## config.mk

```make
export PLATFORM = sky130hd
export DESIGN_NAME = rfile_sched
export DESIGN_NICKNAME = d
export VERILOG_FILES = /design/src/rtl/rfile_sched.sv
export SDC_FILE = /design/constraint.sdc
export NUM_CORES = 1
export LEC_CHECK = 0
export BUFFER_PORTS_ARGS = -buffer_cell sky130_fd_sc_hd__buf_2
export CAP_MARGIN = 0
export CORE_ASPECT_RATIO = 1.75
export CORE_MARGIN = 2
export CORE_UTILIZATION = 45
export CTS_BUF_LIST = sky130_fd_sc_hd__clkbuf_16
export CTS_CLUSTER_DIAMETER = 150
export DETAILED_ROUTE_END_ITERATION = 7
export PLACE_DENSITY = 0.68
export SLEW_MARGIN = 10
export SYNTH_ARGS = -nofsm -noshare
export SYNTH_HDL_FRONTEND = slang
export SYNTH_SLANG_ARGS = --single-unit
```

## constraint.sdc

```tcl
create_clock -name clk -period 4.6 [get_ports clk]
set_input_delay 0.46 -clock clk [delete_from_list [all_inputs] [get_ports clk]]
set_output_delay 0.46 -clock clk [all_outputs]
set_load 0.01 [all_outputs]
```

## src/rtl/rfile_sched.sv

```systemverilog
// ---------------------------------------------------------------------------
// rfile_sched
//
// Arbitrates a single-ported register file between a two-source read client
// and a buffered write client. Writes are parked in a small FIFO and drained
// into the register file on cycles where no read is requested. Two things
// force a drain ahead of a pending read: a full buffer, or a run of
// STARVE_LIMIT consecutive reads granted while writes were waiting.
// Reads see the buffered and in-flight writes through forwarding. That lets
// a write sit in the buffer without breaking read-after-write ordering.
//
// Parameters
//   WBUF_DEPTH    number of write-buffer entries (1..4)
//   STARVE_LIMIT  maximum consecutive read grants while writes are waiting
//
// Ports
//   clk, reset                clock and asynchronous active-low reset
//   rd_req, rd_rs1_addr,      read request with two source indices
//     rd_rs2_addr
//   rd_ack                    read granted this cycle
//   rsp_valid, rsp_rs1,       registered read response, one cycle after
//     rsp_rs2                 rd_ack, held between grants
//   wr_req, wr_addr, wr_data  write request
//   wr_ready                  write accepted when wr_req && wr_ready
//   rf_rs1_addr, rf_rs2_addr, register-file read port (zero-extended index)
//     rf_read_rs1, rf_read_rs2
//   rf_rs1, rf_rs2            register-file read data (combinational)
//   rf_rd, rf_rd_data,        register-file write port (zero-extended index)
//     rf_rd_write
//
// Handshake: the write side follows valid/ready. A write transfers on every
// rising clk edge where wr_req and wr_ready are both high. wr_ready depends
// only on the buffer occupancy and reset, never on wr_req. A read needs no
// ready signal. rd_ack reports the grant in the same cycle. rd_req may stay
// high across cycles where rd_ack is low, and those cycles produce no
// response.
// ---------------------------------------------------------------------------
module rfile_sched #(
  parameter int WBUF_DEPTH   = 2,
  parameter int STARVE_LIMIT = 4
) (
  input  logic        clk,
  input  logic        reset,
  input  logic        rd_req,
  input  logic [4:0]  rd_rs1_addr,
  input  logic [4:0]  rd_rs2_addr,
  output logic        rd_ack,
  output logic        rsp_valid,
  output logic [31:0] rsp_rs1,
  output logic [31:0] rsp_rs2,
  input  logic        wr_req,
  input  logic [4:0]  wr_addr,
  input  logic [31:0] wr_data,
  output logic        wr_ready,
  output logic [31:0] rf_rs1_addr,
  output logic [31:0] rf_rs2_addr,
  output logic        rf_read_rs1,
  output logic        rf_read_rs2,
  output logic [31:0] rf_rd,
  output logic [31:0] rf_rd_data,
  output logic        rf_rd_write,
  input  logic [31:0] rf_rs1,
  input  logic [31:0] rf_rs2
);

  // Starvation counter is wide enough to hold STARVE_LIMIT itself.
  localparam int SW = (STARVE_LIMIT < 2) ? 1 : $clog2(STARVE_LIMIT + 1);

  typedef enum logic [1:0] {
    G_IDLE     = 2'd0,
    G_READ     = 2'd1,
    G_WRITE    = 2'd2,
    G_FORCE_WR = 2'd3
  } grant_e;

  // ---------------------------------------------------------------------
  // Write buffer storage. It is sized for the largest legal depth so that
  // a 2-bit pointer indexes it cleanly for every WBUF_DEPTH. Slots at and
  // above WBUF_DEPTH are never written or read.
  // ---------------------------------------------------------------------
  logic [4:0]    buf_addr [4];
  logic [31:0]   buf_data [4];
  logic [1:0]    rd_ptr;
  logic [1:0]    wr_ptr;
  logic [2:0]    count;
  logic [SW-1:0] starve_cnt;

  grant_e        grant;
  logic          buf_empty;
  logic          buf_full;
  logic          wr_accept;
  logic          push;
  logic          pop;
  logic [31:0]   res_rs1;
  logic [31:0]   res_rs2;

  // Advances a pointer by n slots, wrapping modulo WBUF_DEPTH. The argument
  // n is always below WBUF_DEPTH, so a single subtraction is enough.
  function automatic logic [1:0] ptr_add(input logic [1:0] p, input logic [2:0] n);
    logic [2:0] sum;
    sum = {1'b0, p} + n;
    if (sum >= 3'(WBUF_DEPTH)) begin
      sum = sum - 3'(WBUF_DEPTH);
    end
    return sum[1:0];
  endfunction

  assign buf_empty = (count == 3'd0);
  assign buf_full  = (count == 3'(WBUF_DEPTH));

  // wr_ready is gated by reset so it reads low while the block is held.
  assign wr_ready  = reset & ~buf_full;
  assign wr_accept = wr_req & wr_ready;
  // Writes to x0 complete the handshake but are dropped here.
  assign push      = wr_accept & (wr_addr != 5'd0);

  // ---------------------------------------------------------------------
  // Grant arbitration. A forced drain outranks a read. Otherwise reads win
  // and the buffer drains in the gaps.
  // ---------------------------------------------------------------------
  always_comb begin
    grant = G_IDLE;
    if (!reset) begin
      grant = G_IDLE;
    end else if (!buf_empty &&
                 (buf_full || (starve_cnt == SW'(STARVE_LIMIT)))) begin
      grant = G_FORCE_WR;
    end else if (rd_req) begin
      grant = G_READ;
    end else if (!buf_empty) begin
      grant = G_WRITE;
    end else begin
      grant = G_IDLE;
    end
  end

  assign pop = (grant == G_WRITE) || (grant == G_FORCE_WR);

  // Register-file port drive. Addresses follow their sources at all times.
  // Only the strobes depend on the grant, so reads and writes never
  // overlap.
  assign rd_ack      = (grant == G_READ);
  assign rf_read_rs1 = (grant == G_READ);
  assign rf_read_rs2 = (grant == G_READ);
  assign rf_rd_write = pop;
  assign rf_rs1_addr = {27'd0, rd_rs1_addr};
  assign rf_rs2_addr = {27'd0, rd_rs2_addr};
  assign rf_rd       = {27'd0, buf_addr[rd_ptr]};
  assign rf_rd_data  = buf_data[rd_ptr];

  // ---------------------------------------------------------------------
  // Read-data resolution. The buffer is walked from head (oldest) to tail
  // (youngest), so the last match wins. Next, a write being accepted this
  // same cycle overrides anything buffered. x0 always reads as zero.
  // ---------------------------------------------------------------------
  always_comb begin
    res_rs1 = rf_rs1;
    res_rs2 = rf_rs2;
    for (int k = 0; k < 4; k++) begin
      if (3'(k) < count) begin
        if (buf_addr[ptr_add(rd_ptr, 3'(k))] == rd_rs1_addr) begin
          res_rs1 = buf_data[ptr_add(rd_ptr, 3'(k))];
        end
        if (buf_addr[ptr_add(rd_ptr, 3'(k))] == rd_rs2_addr) begin
          res_rs2 = buf_data[ptr_add(rd_ptr, 3'(k))];
        end
      end
    end
    if (wr_accept && (wr_addr == rd_rs1_addr)) begin
      res_rs1 = wr_data;
    end
    if (wr_accept && (wr_addr == rd_rs2_addr)) begin
      res_rs2 = wr_data;
    end
    if (rd_rs1_addr == 5'd0) begin
      res_rs1 = 32'd0;
    end
    if (rd_rs2_addr == 5'd0) begin
      res_rs2 = 32'd0;
    end
  end

  // Buffer payload needs no reset. The count and pointers alone decide
  // which slots are live.
  always_ff @(posedge clk) begin
    if (push) begin
      buf_addr[wr_ptr] <= wr_addr;
      buf_data[wr_ptr] <= wr_data;
    end
  end

  // ---------------------------------------------------------------------
  // Control state and response registers.
  // ---------------------------------------------------------------------
  always_ff @(posedge clk or negedge reset) begin
    if (!reset) begin
      rd_ptr     <= 2'd0;
      wr_ptr     <= 2'd0;
      count      <= 3'd0;
      starve_cnt <= '0;
      rsp_valid  <= 1'b0;
      rsp_rs1    <= 32'd0;
      rsp_rs2    <= 32'd0;
    end else begin
      if (push) begin
        wr_ptr <= ptr_add(wr_ptr, 3'd1);
      end
      if (pop) begin
        rd_ptr <= ptr_add(rd_ptr, 3'd1);
      end
      // A simultaneous push and pop leaves the occupancy unchanged.
      case ({push, pop})
        2'b10:   count <= count + 3'd1;
        2'b01:   count <= count - 3'd1;
        default: count <= count;
      endcase

      // Only reads that overtake waiting writes count toward starvation.
      if (buf_empty || pop) begin
        starve_cnt <= '0;
      end else if ((grant == G_READ) && (starve_cnt != SW'(STARVE_LIMIT))) begin
        starve_cnt <= starve_cnt + 1'b1;
      end

      rsp_valid <= (grant == G_READ);
      if (grant == G_READ) begin
        rsp_rs1 <= res_rs1;
        rsp_rs2 <= res_rs2;
      end
    end
  end

endmodule

```

==> out/qor.csv, run 1 <==
metric,value,unit
gp_congestion,0.9243,
gr-total-overflow,0,
critPathArrivalTime,3.38,ns
wl,48480,µm
crit_slowest_cell,buf_4,
synthTopCellsByArea,"edfxtp_1 30%, mux4_2 17%, dfrtp_1 13%",
dieHeight,244.5,µm
dp_hpwl,33160,µm
min_period,3.837,ns
rsz0062_at_grt,no,
clk_pin_slew,0.07,ns
worst_ir_drop_vdd,0.2566,mV
vias,11500,
tritoncts,done,
cts_buffer_depth,3,
rr_startpoint,rd_ptr[0],
drive_above_1_share,0.3809,
clock-sinks,223,
avgSynthCellArea,12.88,µm²
core,32810,µm²
synth-edff-count,148,
port-buffer-count,231,
maxCapViolCount,0,
leakage,6.581,nW
htreeDepth,1,
cts_buffers,22,
drc_errors,0,
drt_first_pass_iters,8,
grt_max_degree,68,
initial_utilization,0.4533,
cts_root_buffer,clkbuf_16,
setup.worst_path.class,flop to output port,
clock.fmax,0.2606,GHz
drv_slew,0,
outcome,"finished, final reports clean",
grt_pass1_vias,11750,
synth_top_area_frac,0.2988,
setup_tns,0,ns
dieArea,34580,µm²
skew,0.01261,ns
syn-instance-count,1155,
synth-seq-cells,223,
syn_to_final_growth,13.20,%
rrSetupSlack,0.78,ns
pin_count,313,
ys.warnings.count,0,
holdCritPathClass,input port to flop,
fp.dieW,141.4,µm
period_share,0.8341,
drt-wirelength-per-cell,27.56,µm
num-fill-cells,2832,
critPathMaxStageDelay,0.87,ns
nNetsFinal,1461,
cp.required,4.14,ns
relSlewSlack,0.1952,
cp_common_cell,buf_4,
final_hold_viol_count,0,
r2r_cells,10,
reg2reg_to,rsp_rs1[3],
rows,88,
worstPathMaxFanout,67,
yosysTopAreaCell,edfxtp_1,
hold_path_depth,1,
drt-vias-per-instance,6.536,
ant_nets,0,
clk_latency,0.54,ns
yosys-top-cells-count,"148 x edfxtp_1, 115 x mux4_2, 94 x buf_4, 75 x dfrtp_1, 59 x o22ai_1",
async_flop_share,0.3363,
grt_antenna_before_repair,3,
min_to,buf_data[3][13],
synthFlopType,edfxtp_1,
start_kind,flop,
holdCritStartpoint,wr_data[13],
path_cells,buf_4 -> buf_4 -> mux4_2 -> buf_2,
synth.most_common_cell,edfxtp_1,
yosysUniqueCellTypes,59,
grt_pass1_wl,70770,µm
crit_path_end_kind,output port,
syn_area,14870,µm²
total_power,8.854,mW
grt.total_usage,0.2755,
worst_slew_pin_slew,1.204,ns
synth_seq_area_share,0.4250,
cellPowerDensity,525.8,nW/µm²
drtIter0Drc,1029,
setup-violations-final,0,
-- power breakdown --
part | total (mW) | internal (mW) | switching [mW]
Sequential | 2.90 | 2.53 | 0.371
Combinational | 3.93 | 1.81 | 2.12
Clock | 2.01 | 1.19 | 0.821
Total | 8.85 | 5.54 | 3.32
-- metrics by stage --
stage	hold WS [ns]	utilization	setup WS [ns]	cells	instance area [µm²]
floorplan	0.1644	-	0.3276	1235	15170
global placement	0.4469	0.4884	0.7949	1716	16030
detailed placement	0.4485	0.4884	0.8344	1716	16030
CTS	0.1739	0.5130	0.6943	1757	16830
global route	0.1828	0.5132	0.5128	1759	16840
finish	0.1927	0.5132	0.7631	1759	16840
-- how the worst max path moves through the flow --
stage / startpoint / endpoint / depth (start not counted)
2_1_floorplan: count[0] / buf_addr[0][0] / 7
4_1_cts: rd_ptr[0] / rf_rd_data[31] / 4
6_report: rd_ptr[0] / rf_rd_data[9] / 4
3_3_place_gp: rd_ptr[0] / rsp_rs1[3] / 10
5_1_grt: rd_ptr[0] / rf_rd_data[16] / 4
3_5_place_dp: rd_ptr[0] / rsp_rs1[3] / 10
-- layout make-up --
| cell class | instances | area (µm²) | share of cell area |
|---|---|---|---|
| timing repair buffer | 269 | 1446 | 0.08590 |
| clock inverter | 17 | 220.2 | 0.01308 |
| sequential | 223 | 6329 | 0.3759 |
| clock buffer | 23 | 575.6 | 0.03418 |
| tap | 405 | 506.7 | 0.03010 |
| multi-input combinational | 802 | 7687 | 0.4566 |
| antenna | 2 | 5.005 | 0.0002972 |
| inverter | 18 | 67.56 | 0.004013 |
-- sequential cells by signal (all words and copies together), names as in the netlist --
signal,flops
buf_addr,20
buf_data,128
count,3
rd_ptr,2
rsp_rs1,32
rsp_rs2,32
rsp_valid,1
starve_cnt,3
wr_ptr,2
-- repair_timing --
item                      in CTS  in global routing
setup buffers                  0                  0
hold buffers                   1                  0
hold endpoints to repair      26                  0
gates resized for setup        0                  0
-- cell families after synthesis --
group,Yosys count,share of synthesized area
buf+inv,210,0.08311
compound gates,241,0.1312
simple gates,185,0.06258
xor+xnor,55,0.03239
mux,230,0.2571
other cells,1,0.0002521
fa+ha+maj,10,0.008412
flops,223,0.4250
-- placed cells by master, fill, tap and decap left out, types with 20 or more instances in the layout --
master | netlist | routed
a211o_1 | 30 | 30
a211oi_1 | 31 | 31
a222oi_1 | 30 | 30
a22oi_1 | 30 | 30
buf_2 | 34 | 230
buf_4 | 94 | 38
clkbuf_16 | 0 | 23
conb_1 | 1 | 81
dfrtp_1 | 75 | 73
edfxtp_1 | 148 | 148
mux2_1 | 21 | 21
mux2_2 | 45 | 45
mux2i_1 | 49 | 49
mux4_2 | 115 | 115
nand2_1 | 49 | 46
nand3_1 | 34 | 33
nor2_1 | 34 | 31
nor2b_1 | 22 | 22
o22ai_1 | 59 | 59
o31ai_2 | 27 | 27
xnor2_1 | 35 | 35
xor2_1 | 20 | 20
-- critical path: cells and delay by family, from the launching register on --
| kind | cells | cell delay, ns |
|---|---|---|
| DFF | 1 | 0.74 |
| muxes | 1 | 0.51 |
| buffers and inverters | 3 | 1.54 |
-- layer usage --
| metal | track usage | vias to the layer above | part of all wire |
|---|---|---|---|
| li1 | - | 4817 | - |
| met2 | 0.4960 | 749 | 0.53 |
| met1 | 0.2894 | 5729 | 0.32 |
| met4 | 0.1935 | 2 | 0.074 |
| met5 | 0 | - | 0.00027 |
| met3 | 0.04347 | 200 | 0.077 |
No activity file was read; power rests on OpenSTA's default activity.
==> run 2: changes to the inputs <==
Settings changed: ABC_AREA set to 1, PLACE_DENSITY 0.68 to 0.7.
Clock period 4.6 ns to 3.5 ns, I/O delays scaled along.
==> out/qor.csv, run 2 <==
metric,value,unit,change
outcome,"finished, final reports clean",,unchanged
setup.worst_path.class,flop to output port,,unchanged
synth-edff-count,148,,unchanged
grt_pass1_wl,90350,µm,was 70770 µm
top_register,buf_data,,unchanged
critPathMaxStageDelay,0.60,ns,was 0.87 ns
cellPowerDensity,726.5,nW/µm²,was 525.8 nW/µm²
drt-wirelength-per-cell,19.17,µm,was 27.56 µm
drv_slew,0,,unchanged
synth-seq-cells,223,,unchanged
synth.most_common_cell,nand2_1,,was edfxtp_1
port-buffer-count,231,,unchanged
yosys-top-cells-count,"916 x nand2_1, 354 x nor2_1, 203 x o21ai_0, 195 x inv_1, 148 x edfxtp_1",,"was 148 x edfxtp_1, 115 x mux4_2, 94 x buf_4, 75 x dfrtp_1, 59 x o22ai_1"
total_power,13.44,mW,was 8.854 mW
tritoncts,done,,unchanged
drive_above_1_share,0.1397,,was 0.3809
intPower,7.022,mW,was 5.539 mW
async_flop_share,0.3363,,unchanged
syn_area,16320,µm²,was 14870 µm²
synthTopCellsByArea,"edfxtp_1 27%, nand2_1 21%, dfrtp_1 12%",,"was edfxtp_1 30%, mux4_2 17%, dfrtp_1 13%"
vias,17000,,was 11500
min_period,3.347,ns,
start_kind,flop,,unchanged
grt_antenna_before_repair,5,,was 3
relSlewSlack,0.3823,,was 0.1952
holdCritPathClass,input port to flop,,unchanged
ant_nets,0,,unchanged
drt-vias-per-instance,5.458,,was 6.536
clock-sinks,223,,unchanged
fp.dieW,148.0,µm,was 141.4 µm
core,35910,µm²,was 32810 µm²
p_clk_frac,0.205,,was 0.228
skew,0.01173,ns,was 0.01261 ns
cts_buffer_depth,3,,unchanged
nNetsFinal,2748,,was 1461
seqPwrFrac,0.275,,was 0.328
cts_buffers,24,,was 22
synth_top_area_frac,0.2724,,was 0.2988
final_common_cell,nand2_1,,was buf_2
syn-instance-count,2471,,was 1155
period_share,0.9564,,
sw_frac_of_total,0.4776,,was 0.3745
crit_path_end_kind,output port,,unchanged
synthFlopType,edfxtp_1,,unchanged
drc_errors,0,,unchanged
setup-violations-final,0,,unchanged
dp_hpwl,39820,µm,was 33160 µm
grt_max_degree,89,,was 68
cts_setup_buffers,0,,unchanged
wl,59720,µm,was 48480 µm
clk_pin_slew,0.07,ns,about the same
yosysTopAreaCell,edfxtp_1,,unchanged
rsz0062_at_grt,no,,unchanged
leakage,9.613,nW,was 6.581 nW
htreeDepth,1,,unchanged
gr-total-overflow,0,,unchanged
final_cell_mix,"914 x nand2_1, 350 x nor2_1, 230 x buf_2",,"was 230 x buf_2, 148 x edfxtp_1, 115 x mux4_2"
dieHeight,255.9,µm,was 244.5 µm
initial_utilization,0.4544,,was 0.4533
drt_first_pass_iters,6,,was 8
yosysUniqueCellTypes,32,,was 59
setup_tns,0,ns,unchanged
largest_reg_flops,128,,unchanged
grt.total_usage,0.3069,,was 0.2755
syn_to_final_growth,13.39,%,was 13.20%
synth_seq_area_share,0.3874,,was 0.4250
path_cells,inv_4 -> buf_6 -> buf_8 -> o21ai_0 -> o21ai_1 -> inv_1 -> buf_2,,was buf_4 -> buf_4 -> mux4_2 -> buf_2
top_regs,"buf_data: 128 flops, rsp_rs1: 32 flops, rsp_rs2: 32 flops",,unchanged
worst_slew_pin_slew,0.9266,ns,was 1.204 ns
pin_count,313,,unchanged
worstPathMaxFanout,66,,was 67
avgSynthCellArea,6.604,µm²,was 12.88 µm²
ys.warnings.count,0,,unchanged
critPathArrivalTime,3.00,ns,was 3.38 ns
pwr-share-comb,0.519,,was 0.444
clock.fmax,0.2987,GHz,
cts_root_buffer,clkbuf_16,,unchanged
dieArea,37860,µm²,was 34580 µm²
crit_slowest_cell,dfrtp_4,,was buf_4
hold_ws,0.05078,ns,was 0.1927 ns
worst_ir_drop_vdd,0.4614,mV,was 0.2566 mV
final_hold_viol_count,0,,unchanged
rrSetupSlack,0.30,ns,was 0.78 ns
clk_latency,0.54,ns,about the same
gp_congestion,0.9514,,was 0.9243
rows,92,,was 88
power.switching,6.419,mW,was 3.315 mW
grt_pass1_vias,16240,,was 11750
drtIter0Drc,1525,,was 1029
maxCapViolCount,0,,unchanged
cp.required,3.15,ns,was 4.14 ns
==> run 2: kinds of logic after synthesis <==
group,after synthesis,synth area share
AND/OR/NAND/NOR,1496,0.3703
multiplexers,1,0.0006134
adder cells (fa/ha/maj),10,0.007668
AO/OA/AOI/OAI,272,0.08902
flip-flops,223,0.3874
other,1,0.0002298
XOR/XNOR,24,0.01288
buffers and inverters,444,0.1319
==> run 2: worst paths after layout <==
path	from	endpoint	cells past startpoint
min	wr_data[16]	buf_data[0][16]	1
min in group asynchronous	reset	rsp_rs2[27]	3
max	rd_ptr[0]	rf_rd_data[13]	7
min reg2reg	rsp_rs2[0]	rsp_rs2[0]	2
max in group asynchronous	reset	rd_ptr[0]	4
max reg2reg	rd_ptr[1]	rsp_rs1[25]	17
==> run 2: area by class of cell <==
cell class,instances,area [µm²]
Antenna cell,4,10.01
Clock buffer,25,625.6
Clock inverter,19,216.5
Fill cell,3603,17410
Inverter,203,764.5
Multi-Input combinational cell,1884,8247
Sequential cell,223,6326
Tap cell,470,588.1
Timing Repair Buffer,287,1725
==> run 2: power by group through the flow <==
stage                     Clock, mW  Combinational, mW  Sequential [mW]
final                          2.76               6.98             3.70
after global routing           2.89               7.70             3.75
after CTS                      2.80               6.85             3.69
after detailed placement          0               6.82             3.73
after global placement            0               6.72             3.73
after floorplan                   0               4.42             3.81
==> run 2: metrics by stage <==
step                      std cells  utilization  setup slack (ns)  area, µm²
after global placement         3066       0.4907            0.3856      17620
after global routing           3114       0.5151           0.04328      18500
after detailed placement       3066       0.4907            0.3235      17620
after CTS                      3111       0.5146           0.02440      18480
final                          3115       0.5152            0.1525      18500
after floorplan                2551            -          -0.03373      16620
==> run 2: layer usage <==
metal | GRT usage | part of all wire | up-vias
li1 | - | - | 7998
met1 | 0.3548 | 0.36 | 7697
met2 | 0.5341 | 0.49 | 1049
met3 | 0.04064 | 0.091 | 257
met4 | 0.1881 | 0.065 | 2
met5 | 0 | 0.00020 | -
==> run 2: critical path: cells and delay by family, from the launching register on <==
family	cells	cell delay (ns)
buffers and inverters	5	1.06
AOI/OAI and AO/OA	2	0.74
DFF	1	0.60
==> run 2: what timing repair did <==
action,4_1_cts,5_1_grt
endpoints found under the hold margin,17,0
hold buffers,1,0
gates resized for setup,2,5
endpoints found under the setup margin,10,10
==> run 3: changes to the inputs <==
Settings changed: RECOVER_POWER set to 25.
==> out/qor.csv, run 3 (synthesis gave the netlist of run 2 again) <==
metric,value,unit,change
cellPowerDensity,728.8,nW/µm²,was 726.5 nW/µm²
htreeDepth,1,,unchanged
fp.dieW,148.0,µm,unchanged
total_power,13.45,mW,was 13.44 mW
port-buffer-count,231,,unchanged
clock-sinks,223,,unchanged
critPathMaxStageDelay,0.60,ns,about the same
pin_count,313,,unchanged
drt_first_pass_iters,5,,was 6
nNetsFinal,2748,,unchanged
setup-violations-final,0,,unchanged
rows,92,,unchanged
worst_slew_pin_slew,0.9367,ns,was 0.9266 ns
clk_latency,0.54,ns,about the same
start_kind,flop,,unchanged
drv_slew,0,,unchanged
grt_pass1_wl,90350,µm,unchanged
grt_antenna_before_repair,3,,was 5
final_common_cell,nand2_1,,unchanged
cts_buffers,24,,unchanged
leakage,9.517,nW,was 9.613 nW
drtIter0Drc,1597,,was 1525
drt-wirelength-per-cell,19.22,µm,was 19.17 µm
multi_input_area,8247,µm²,unchanged
grt.total_usage,0.3069,,unchanged
ant_nets,0,,unchanged
tritoncts,done,,unchanged
post-place-ws,0.3235,ns,unchanged
dieArea,37860,µm²,unchanged
top_register,buf_data,,unchanged
cp.required,3.15,ns,about the same
vias,17040,,was 17000
setup_tns,0,ns,unchanged
clk_pin_slew,0.07,ns,about the same
drc_errors,0,,unchanged
cts_setup_buffers,0,,unchanged
crit_path_end_kind,output port,,unchanged
cts_root_buffer,clkbuf_16,,unchanged
dieHeight,255.9,µm,unchanged
regArea,6326,µm²,unchanged
worst_ir_drop_vdd,0.4605,mV,was 0.4614 mV
syn_to_final_growth,13.07,%,was 13.39%
final_cell_mix,"914 x nand2_1, 350 x nor2_1, 203 x o21ai_0",,"was 914 x nand2_1, 350 x nor2_1, 230 x buf_2"
setup.worst_path.class,flop to output port,,unchanged
drive_above_1_share,0.1265,,was 0.1397
min_period,3.351,ns,was 3.347 ns
dp_hpwl,39820,µm,unchanged
rsz0062_at_grt,no,,unchanged
grt_pass1_vias,16240,,unchanged
holdCritPathClass,input port to flop,,unchanged
wl,59830,µm,was 59720 µm
final_hold_viol_count,0,,unchanged
period_share,0.9573,,was 0.9564
grt_max_degree,89,,unchanged
gr-total-overflow,0,,unchanged
relSlewSlack,0.3755,,was 0.3823
crit_family,buffers and inverters,,unchanged
largest_reg_flops,128,,unchanged
clock.fmax,0.2985,GHz,was 0.2987 GHz
fin_ws,0.1494,ns,was 0.1525 ns
top_regs,"buf_data: 128 flops, rsp_rs1: 32 flops, rsp_rs2: 32 flops",,unchanged
critPathArrivalTime,3.00,ns,about the same
crit_slowest_cell,dfrtp_4,,unchanged
path_cells,inv_4 -> buf_6 -> buf_8 -> o21ai_0 -> o21ai_1 -> inv_1 -> buf_2,,unchanged
core,35910,µm²,unchanged
cts_buffer_depth,3,,unchanged
skew,0.01284,ns,was 0.01173 ns
initial_utilization,0.4544,,unchanged
worstPathMaxFanout,66,,unchanged
outcome,"finished, final reports clean",,unchanged
maxCapViolCount,0,,unchanged
cp_num_buf_inv,5,,unchanged
drt-vias-per-instance,5.475,,was 5.458
gp_congestion,0.9514,,unchanged
num-fill-cells,3612,,was 3603
[run 3: worst register-to-register path, stage by stage, from the launching register on]
cell     delay, ns
dfrtp_2       0.39
buf_4         0.52
inv_2         0.23
nand2_2       0.28
nand3_1       0.15
nand3_1       0.10
nand2_1       0.18
nor2_4        0.18
nand3_2       0.10
buf_4         0.22
nand2_1       0.23
nand3_1       0.11
nand2_1       0.09
nand2_1       0.05
nand2_1       0.05
nand2_1       0.05
nand2_1       0.12
nand2_1       0.06
[run 3: per-layer routing]
layer	up-vias	part of all wire	GRT usage
li1	7987	-	-
met1	7757	0.36	0.3548
met2	1017	0.49	0.5341
met3	272	0.084	0.04064
met4	4	0.068	0.1881
met5	-	0.00042	0
[run 3: cell type report]
cell class,count,area share
timing repair buffer,287,0.09114
sequential,223,0.3429
multi-input combinational,1884,0.4469
inverter,203,0.04143
tap,470,0.03187
clock inverter,19,0.01173
clock buffer,25,0.03391
antenna,1,0.0001356
[run 3: repair_timing]
| action | 4_1_cts | 5_1_grt |
|---|---|---|
| endpoints found under the setup margin | 10 | 10 |
| hold endpoints to repair | 17 | 0 |
| hold buffers | 1 | 0 |
| resized for setup | 2 | 5 |
[run 3: path summary, 6_finish.rpt]
kind / depth (start not counted) / end / from / slack, ns
setup / recovery: 7 / rf_rd_data[13] / rd_ptr[0] / 0.15
hold / removal: 1 / buf_data[0][16] / wr_data[16] / 0.13
setup reg to reg: 17 / rsp_rs1[25] / rd_ptr[1] / 0.30
hold reg to reg: 2 / rsp_rs2[0] / rsp_rs2[0] / 0.47
max in group asynchronous: 4 / rd_ptr[0] / reset / 1.70
min in group asynchronous: 3 / rsp_rs2[27] / reset / 0.50
[run 3: where the power goes]
group          switching, mW  internal (mW)  total (mW)
sequential             0.353           3.35        3.70
clock                   1.15           1.61        2.76
combinational           4.92           2.06        6.98
total                   6.43           7.02        13.4
[run 3: per-stage QoR]
step,hold WS (ns),area (µm²),util,instances
3_3_place_gp,0.4181,17620,0.4907,3066
4_1_cts,0.04199,18480,0.5146,3111
2_1_floorplan,0.05441,16620,-,2551
5_1_grt,0.1428,18450,0.5138,3112
6_report,0.1251,18450,0.5138,3112
3_5_place_dp,0.4199,17620,0.4907,3066
